==> config.mk <==
export PLATFORM = sky130hd
export DESIGN_NAME = dds_command_encoder
export DESIGN_NICKNAME = d
export VERILOG_FILES = /design/src/rtl/dds_cmd_pkg.sv /design/src/rtl/dds_freq_window_sel.sv /design/src/rtl/dds_command_encoder.sv
export SDC_FILE = /design/constraint.sdc
export NUM_CORES = 2
export LEC_CHECK = 0
export ABC_CLOCK_PERIOD_IN_PS = 3200
export BUFFER_PORTS_ARGS = -buffer_cell sky130_fd_sc_hd__buf_2
export CAP_MARGIN = 10
export CORE_ASPECT_RATIO = 0.6
export CORE_MARGIN = 2
export CORE_UTILIZATION = 50
export DETAILED_ROUTE_END_ITERATION = 8
export PLACE_DENSITY = 0.73
export SETUP_SLACK_MARGIN = 0.1
export SLEW_MARGIN = 20
export SYNTH_ARGS = -nofsm -noshare
export SYNTH_HDL_FRONTEND = slang
export SYNTH_SLANG_ARGS = --single-unit
==> constraint.sdc <==
create_clock -name clk -period 3.2 [get_ports clk]
set_input_delay 0.48 -clock clk [delete_from_list [all_inputs] [get_ports clk]]
set_output_delay 0.48 -clock clk [all_outputs]
set_load 0.02 [all_outputs]
==> src/rtl/dds_cmd_pkg.sv <==
// Shared definitions for the DDS command encoder: select codes, field
// positions inside the 60-bit data payload, the frequency window table,
// the command-word layout and the encoder FSM states.
package dds_cmd_pkg;

    localparam logic [3:0] SEL_FAP_W0    = 4'h0;
    localparam logic [3:0] SEL_FREQ_FULL = 4'h1;
    localparam logic [3:0] SEL_TOFF      = 4'h4;
    localparam logic [3:0] SEL_AOFF      = 4'h5;

    localparam int AMP_LSB   = 46;
    localparam int PHASE_LSB = 32;

    // Frequency windows, searched from index 0 upwards; the first window
    // whose 32 bits cover every changed frequency bit wins.
    localparam int N_WIN = 9;
    localparam logic [N_WIN-1:0][3:0] WIN_CODE = {
        4'hF, 4'hE, 4'hD, 4'hC, 4'hB, 4'hA, 4'h9, 4'h8, 4'h0
    };
    localparam logic [N_WIN-1:0][5:0] WIN_LSB = {
        6'd0, 6'd2, 6'd4, 6'd6, 6'd8, 6'd10, 6'd12, 6'd14, 6'd16
    };

    typedef struct packed {
        logic [63:0] timestamp;
        logic [3:0]  sel;
        logic [59:0] data;
    } cmd_word_t;

    typedef enum logic [2:0] {
        ST_IDLE,
        ST_TOFF,
        ST_AOFF,
        ST_FULL,
        ST_FAP
    } enc_state_t;

endpackage

==> src/rtl/dds_freq_window_sel.sv <==
// Picks the narrowest-priority 32-bit frequency window that contains every
// bit that changed between the new and the shadowed frequency.
import dds_cmd_pkg::*;

module dds_freq_window_sel (
    input  logic [47:0] diff,
    output logic        hit,
    output logic [3:0]  code,
    output logic [5:0]  lsb
);

    // Walk the table from the back so the lowest matching index ends up selected.
    always_comb begin
        hit  = 1'b0;
        code = WIN_CODE[0];
        lsb  = WIN_LSB[0];
        for (int i = N_WIN - 1; i >= 0; i--) begin
            if ((diff & ~(48'hFFFF_FFFF << WIN_LSB[i])) == 48'd0) begin
                hit  = 1'b1;
                code = WIN_CODE[i];
                lsb  = WIN_LSB[i];
            end
        end
    end

endmodule

==> src/rtl/dds_command_encoder.sv <==
// Packs one parameter-update request into the shortest run of 128-bit DDS
// command words, tracking a shadow of the controller registers.
// Handshake: a request moves on req_valid & req_ready; a word moves on
// cmd_tvalid & cmd_tready, and cmd_tdata never changes while a word waits.
import dds_cmd_pkg::*;

module dds_command_encoder #(
    parameter logic [63:0] TS_STEP        = 64'd1,
    parameter bit          SKIP_UNCHANGED = 1'b1
) (
    input  logic          clk,
    input  logic          reset,
    input  logic          req_valid,
    output logic          req_ready,
    input  logic [63:0]   req_timestamp,
    input  logic [4:0]    req_mask,
    input  logic [47:0]   req_freq,
    input  logic [13:0]   req_amp,
    input  logic [13:0]   req_phase,
    input  logic [13:0]   req_amp_offset,
    input  logic [59:0]   req_time_offset,
    output logic [127:0]  cmd_tdata,
    output logic          cmd_tvalid,
    input  logic          cmd_tready,
    output logic          req_done,
    output logic [2:0]    words_sent
);

    enc_state_t  state, nxt_state;

    logic [47:0] sh_freq;
    logic [13:0] sh_amp, sh_phase, sh_aoff;
    logic [59:0] sh_toff;

    logic [47:0] r_freq;
    logic [13:0] r_amp, r_phase, r_aoff;
    logic [59:0] r_toff;
    logic [63:0] r_ts;
    logic [3:0]  r_code;
    logic [5:0]  r_lsb;
    logic        p_toff, p_aoff, p_full, p_fap;
    logic [2:0]  cnt;

    logic [47:0] a_freq, diff;
    logic [13:0] a_amp, a_phase, a_aoff;
    logic [59:0] a_toff;
    logic        need_f, need_a, need_p, need_ao, need_to;
    logic        win_hit;
    logic [3:0]  win_code;
    logic [5:0]  win_lsb;

    logic        idle;
    logic [47:0] c_freq;
    logic [13:0] c_amp, c_phase, c_aoff;
    logic [59:0] c_toff;
    logic [63:0] c_ts;
    logic [3:0]  c_code;
    logic [5:0]  c_lsb;
    logic        n_toff, n_aoff, n_full, n_fap;
    cmd_word_t   w;

    dds_freq_window_sel u_win (
        .diff (diff),
        .hit  (win_hit),
        .code (win_code),
        .lsb  (win_lsb)
    );

    // Effective request values (unmasked fields fall back to the shadow) and
    // which fields actually need to travel.
    always_comb begin
        a_freq  = req_mask[0] ? req_freq        : sh_freq;
        a_amp   = req_mask[1] ? req_amp         : sh_amp;
        a_phase = req_mask[2] ? req_phase       : sh_phase;
        a_aoff  = req_mask[3] ? req_amp_offset  : sh_aoff;
        a_toff  = req_mask[4] ? req_time_offset : sh_toff;
        diff    = a_freq ^ sh_freq;
        need_f  = req_mask[0] && (!SKIP_UNCHANGED || (req_freq        != sh_freq));
        need_a  = req_mask[1] && (!SKIP_UNCHANGED || (req_amp         != sh_amp));
        need_p  = req_mask[2] && (!SKIP_UNCHANGED || (req_phase       != sh_phase));
        need_ao = req_mask[3] && (!SKIP_UNCHANGED || (req_amp_offset  != sh_aoff));
        need_to = req_mask[4] && (!SKIP_UNCHANGED || (req_time_offset != sh_toff));
    end

    // Pick the word to present next: from the incoming request when idle,
    // otherwise from the remaining pending words of the registered request.
    always_comb begin
        idle    = (state == ST_IDLE);
        c_freq  = idle ? a_freq  : r_freq;
        c_amp   = idle ? a_amp   : r_amp;
        c_phase = idle ? a_phase : r_phase;
        c_aoff  = idle ? a_aoff  : r_aoff;
        c_toff  = idle ? a_toff  : r_toff;
        c_ts    = idle ? req_timestamp : r_ts + TS_STEP;
        c_code  = idle ? (win_hit ? win_code : SEL_FAP_W0) : r_code;
        c_lsb   = idle ? (win_hit ? win_lsb  : WIN_LSB[0]) : r_lsb;
        if (idle) begin
            n_toff = need_to;
            n_aoff = need_ao;
            n_full = !win_hit;
            n_fap  = win_hit ? (need_f | need_a | need_p) : (need_a | need_p);
        end else begin
            n_toff = p_toff && (state != ST_TOFF);
            n_aoff = p_aoff && (state != ST_AOFF);
            n_full = p_full && (state != ST_FULL);
            n_fap  = p_fap  && (state != ST_FAP);
        end
        if (n_toff)      nxt_state = ST_TOFF;
        else if (n_aoff) nxt_state = ST_AOFF;
        else if (n_full) nxt_state = ST_FULL;
        else if (n_fap)  nxt_state = ST_FAP;
        else             nxt_state = ST_IDLE;
        w           = '0;
        w.timestamp = c_ts;
        case (nxt_state)
            ST_TOFF: begin
                w.sel  = SEL_TOFF;
                w.data = c_toff;
            end
            ST_AOFF: begin
                w.sel        = SEL_AOFF;
                w.data[13:0] = c_aoff;
            end
            ST_FULL: begin
                w.sel        = SEL_FREQ_FULL;
                w.data[47:0] = c_freq;
            end
            ST_FAP: begin
                w.sel                   = c_code;
                w.data[31:0]            = 32'(c_freq >> c_lsb);
                w.data[PHASE_LSB +: 14] = c_phase;
                w.data[AMP_LSB +: 14]   = c_amp;
            end
            default: w.sel = SEL_FAP_W0;
        endcase
    end

    // Encoder FSM, request registers, shadow state and registered outputs.
    always_ff @(posedge clk) begin
        if (reset) begin
            state      <= ST_IDLE;
            req_ready  <= 1'b0;
            cmd_tvalid <= 1'b0;
            cmd_tdata  <= '0;
            req_done   <= 1'b0;
            words_sent <= '0;
            sh_freq    <= '0;
            sh_amp     <= '0;
            sh_phase   <= '0;
            sh_aoff    <= '0;
            sh_toff    <= '0;
            r_freq     <= '0;
            r_amp      <= '0;
            r_phase    <= '0;
            r_aoff     <= '0;
            r_toff     <= '0;
            r_ts       <= '0;
            r_code     <= '0;
            r_lsb      <= '0;
            p_toff     <= 1'b0;
            p_aoff     <= 1'b0;
            p_full     <= 1'b0;
            p_fap      <= 1'b0;
            cnt        <= '0;
        end else begin
            req_done <= 1'b0;
            if (state == ST_IDLE) begin
                req_ready <= 1'b1;
                if (req_valid && req_ready) begin
                    r_freq  <= c_freq;
                    r_amp   <= c_amp;
                    r_phase <= c_phase;
                    r_aoff  <= c_aoff;
                    r_toff  <= c_toff;
                    r_code  <= c_code;
                    r_lsb   <= c_lsb;
                    r_ts    <= c_ts;
                    p_toff  <= n_toff;
                    p_aoff  <= n_aoff;
                    p_full  <= n_full;
                    p_fap   <= n_fap;
                    cnt     <= '0;
                    if (nxt_state == ST_IDLE) begin
                        req_done   <= 1'b1;
                        words_sent <= '0;
                    end else begin
                        state      <= nxt_state;
                        req_ready  <= 1'b0;
                        cmd_tvalid <= 1'b1;
                        cmd_tdata  <= w;
                    end
                end
            end else if (cmd_tready) begin
                case (state)
                    ST_TOFF: sh_toff <= r_toff;
                    ST_AOFF: sh_aoff <= r_aoff;
                    ST_FULL: sh_freq <= r_freq;
                    ST_FAP: begin
                        sh_freq  <= r_freq;
                        sh_amp   <= r_amp;
                        sh_phase <= r_phase;
                    end
                    default: sh_toff <= sh_toff;
                endcase
                p_toff <= n_toff;
                p_aoff <= n_aoff;
                p_full <= n_full;
                p_fap  <= n_fap;
                cnt    <= cnt + 3'd1;
                state  <= nxt_state;
                if (nxt_state == ST_IDLE) begin
                    cmd_tvalid <= 1'b0;
                    req_ready  <= 1'b1;
                    req_done   <= 1'b1;
                    words_sent <= cnt + 3'd1;
                end else begin
                    cmd_tdata <= w;
                    r_ts      <= c_ts;
                end
            end
        end
    end

endmodule
==> reports/results.tsv <==
stage	metric	value	unit
outcome	outcome	finished, violations left	
outcome	violations	setup timing	
logic_synthesis	synth_compound_area_share	19.49	%
finish	fin_area	0.03985	mm²
global_routing	grt_max_degree	178	
logic_synthesis	seq_area_frac_synth	36.32	%
finish	multi_input_area	0.01895	mm²
clock_tree	clk_path_buf_depth	3	
timing	rsz0062_at_grt	yes	
place	placed_cells	5069	
logic_synthesis	synth_seq_cells	518	
timing	max_freq	290.6	MHz
critical_path	cp.arrival	3.92	ns
flow_run	drv_cap	0	
die	initial_core_util	50.90	%
die	die_height	189.1	µm
critical_path	required	3.68	ns
logic_synthesis	synth_cell_types	76	
global_routing	grt_pass1_vias	28300	
logic_synthesis	synthAdderAreaFrac	0.08765	%
logic_synthesis	syn_nets	4003	
logic_synthesis	synthFlopType	dfxtp_1	
logic_synthesis	syn_area	0.02855	mm²
finish	diodes	0	
timing	period_minus_slack	3.442	ns
finish	instances_no_fill	5288	
power_and_ir_drop	vdd_drop_max	0.7850	mV
critical_path	crit_top_cell	buf_6	
routing	drt_iter0_drc	3951	
clock_tree	insertion_delay	0.62	ns
critical_path	crit_fanout	8	
power_and_ir_drop	power	38.11	mW
critical_path	cp_slowest_cell	or4b_4	
finish	seq_area	0.01039	mm²
logic_synthesis	syn_area_per_cell	7.557	µm²
critical_path	cp-end-kind	register	
clock_tree	numCtsBuffers	50	
routing	vias	32020	
logic_synthesis	yosysTopAreaCellShare	36.32	%
global_routing	grt_usage	36.56	%
die	core_area	0.05608	mm²
critical_path	critPathLaunchType	register	
clock_tree	clock-sinks	518	
critical_path	worstRegToRegCells	14	
global_routing	grt_pass1_wl	168600	µm
timing	setup_viol	190	
clock_tree	h-tree-depth	2	
timing	slew_violations	0	
die	rows	67	
logic_synthesis	synth_top_family_by_area	simple AND/OR/NAND/NOR gates	
timing	fin_ws	-0.2416	ns
clock_tree	clk_pin_slew	0.07	ns
logic_synthesis	synthSimpleGateAreaFrac	21.00	%
place	port_buffers	356	
place	gp_congestion	1.019	
hold_path	min_from	req_timestamp[0]	
logic_synthesis	synthMuxAreaShare	11.93	%
logic_synthesis	synth_area_leaders	dfxtp_1, mux2i_1, a21oi_1, nand2_1, nor2_1	
finish	fillCellCount	4262	
power_and_ir_drop	p_per_area	956.2	mW/mm²
routing	antenna_left	0	
die	die-area	0.05909	mm²
routing	via_per_inst	6.055	
global_routing	antenna_found_initial	2	
critical_path	rrSetupSlack	-0.24	ns
hold_path	holdPathEnd	r_ts[0]	
hold_path	min_path_cells	3	
finish	utilization	71.06	%
clock_tree	cts_root_buf	clkbuf_16	
place	placed_cell_area	0.03408	mm²
routing	finalWirelength	119400	µm
finish	drive_gt1_share	30.82	%
clock_tree	ctsHoldBuffers	0	
timing	relSlewSlack	32.29	%
timing	finalHoldViolCount	0	
timing	skew	0.02795	ns
critical_path	cpPeakStageDelay	0.55	ns
die	io_pins	357	
routing	firstDrtPassIters	6	
die	die_x	312.5	µm
timing	period_share	107.5	%
logic_synthesis	synth_xor_xnor_area_share	6.644	%
global_routing	grt_overflow	0	
power_and_ir_drop	leakage	16.40	nW
logic_synthesis	yosys_warnings	0	
critical_path	r2r_end	r_ts[7]	
logic_synthesis	async_reset_ff_share	0	%
finish	syn_to_final_growth	39.59	%
logic_synthesis	yosysTopAreaCell	dfxtp_1	
finish	num-nets-final	4719	
critical_path	path_class	reg -> reg	
routing	wl_per_cell	22.58	µm
hold_path	hp-class	in -> reg	
logic_synthesis	synth-edff-count	0	
place	dp_hpwl	79740	µm
clock_tree	tritoncts	done	
timing	worst_slew_pin_slew	1.016	ns
timing	tns	-26.10	ns
logic_synthesis	netlist_instances	3778	
critical_path	reg2reg_from	sh_freq[5]	
critical_path	cp_cell_sequence	xnor2_4 -> nand4_1 -> buf_6 -> buf_6 -> or4b_4 -> nor4b_4 -> or3_4 -> buf_6 -> nor3_4 -> o21ai_4 -> buf_12 -> buf_16 -> mux2i_1 -> nor2_1	
routing	drc	0	
layout make-up:
cell class              count  share of cell area [%]
multi-input cells        2955                   47.55
flip-flops and latches    518                   26.06
repair buffers            954                   19.65
clock buffers              70                   3.658
well taps                 759                   2.383
clock inverters            17                  0.5557
inverters                  15                  0.1507
synthesized netlist by cell type, drive strengths merged, types with 3 or more instances:
cell type  count
a2111oi        6
a211o          5
a211oi        68
a21o           9
a21oi        531
a221oi         4
a22oi         18
a2bb2oi        9
a311oi         6
a31oi         15
a32oi         12
and2          13
and3          19
and4           8
buf           80
clkbuf       211
dfxtp        518
inv           15
mux2          12
mux2i        320
mux4           3
nand2        652
nand2b         8
nand3         50
nand3b         3
nand4         46
nor2         565
nor3          38
nor4          32
o2111ai        7
o211a          3
o211ai        26
o21a           8
o21ai        138
o221ai        13
o22ai         42
o31a           3
o31ai          5
o32ai          8
or3            7
xnor2         97
xor2         117
state kept, by name, indices dropped and copies added (netlist names), 4 cells and up:
| register | count |
|---|---|
| r_freq | 48 |
| r_toff | 60 |
| r_lsb | 6 |
| sh_freq | 48 |
| sh_amp | 14 |
| r_amp | 14 |
| r_phase | 14 |
| sh_phase | 14 |
| r_code | 4 |
| sh_toff | 60 |
| sh_aoff | 14 |
| cmd_tdata | 128 |
| r_ts | 64 |
| r_aoff | 14 |
how the worst max path moves through the flow:
stage | start | end | cells after the start
global placement | req_freq[15] | cmd_tdata[20] | 12
global route | sh_freq[0] | cmd_tdata[26] | 17
floorplan | req_freq[14] | cmd_tdata[3] | 10
finish | sh_freq[5] | r_ts[7] | 14
detailed placement | req_freq[0] | cmd_tdata[22] | 17
CTS | sh_freq[4] | cmd_tdata[10] | 15
kinds of logic (layout without fill, tap and decap cells):
| kind of cell | count (synthesis) | after routing |
|---|---|---|
| and+or+nand+nor | 1452 | 1452 |
| AOI/OAI and AO/OA | 951 | 952 |
| DFF | 518 | 518 |
| muxes | 335 | 335 |
| buffers and inverters | 306 | 1056 |
| xor gates and xnor gates | 214 | 214 |
| adders and majority gates | 2 | 2 |
placed cells by master (no fill, tap or decap), drive strengths merged, types with 5 or more instances in the layout:
cell type  count
and4           8
clkbuf        84
xor2         117
buf          938
a31oi         15
a2bb2oi        9
or3            7
nand2        652
a22oi         18
o2111ai        7
clkinv         9
bufinv         5
o211ai        26
nand3         50
a21oi        531
inv           17
mux2          12
a32oi         12
and3          19
a211oi        68
a211o          5
a2111oi        6
o221ai        13
nand2b         8
o21ai        138
o22ai         42
o21a           8
and2          13
nand4         46
o31ai          5
nor4          32
a21o          10
mux2i        320
xnor2         97
a311oi         6
dfxtp        518
o32ai          8
nor2         565
nor3          38
stage by stage:
step,hold slack (ns),setup slack (ns)
final,0.2296,-0.2416
after global routing,0.2343,-0.3060
after CTS,0.1899,-0.09290
after detailed placement,0.4441,-0.5613
after global placement,0.4394,-0.5203
after floorplan,0.4321,0.01054
worst max-delay path, delay by kind of cell (launching register included):
family / cells / cell delay, ns
XOR/XNOR: 1 / 0.19
AO/OA/AOI/OAI: 1 / 0.13
AND/OR/NAND/NOR: 6 / 1.62
flip-flops: 1 / 0.37
buffers and inverters: 5 / 0.77
multiplexers: 1 / 0.20
what timing repair did:
| item | 4_1_cts | 5_1_grt |
|---|---|---|
| setup buffers | 59 | 43 |
| setup endpoints to repair | 199 | 199 |
| pin swaps | 172 | 95 |
| gates resized for setup | 323 | 256 |
| gates cloned | 17 | 21 |
where the power goes:
part / leakage (nW) / switching [mW] / internal, mW / total [mW]
Sequential: 4.21 / 1.12 / 7.64 / 8.76
Combinational: 11.4 / 13.3 / 9.68 / 23.0
Clock: 0.836 / 2.74 / 3.57 / 6.31
Total: 16.4 / 17.2 / 20.9 / 38.1
metal layers:
layer / GRT usage [%] / part of all wire [%]
met5: 0.7305 / 0
met4: 10.24 / 3.7
met3: 9.562 / 13
met2: 51.59 / 41
met1: 54.20 / 43
Note: power is estimated with default switching activity, not from simulation.
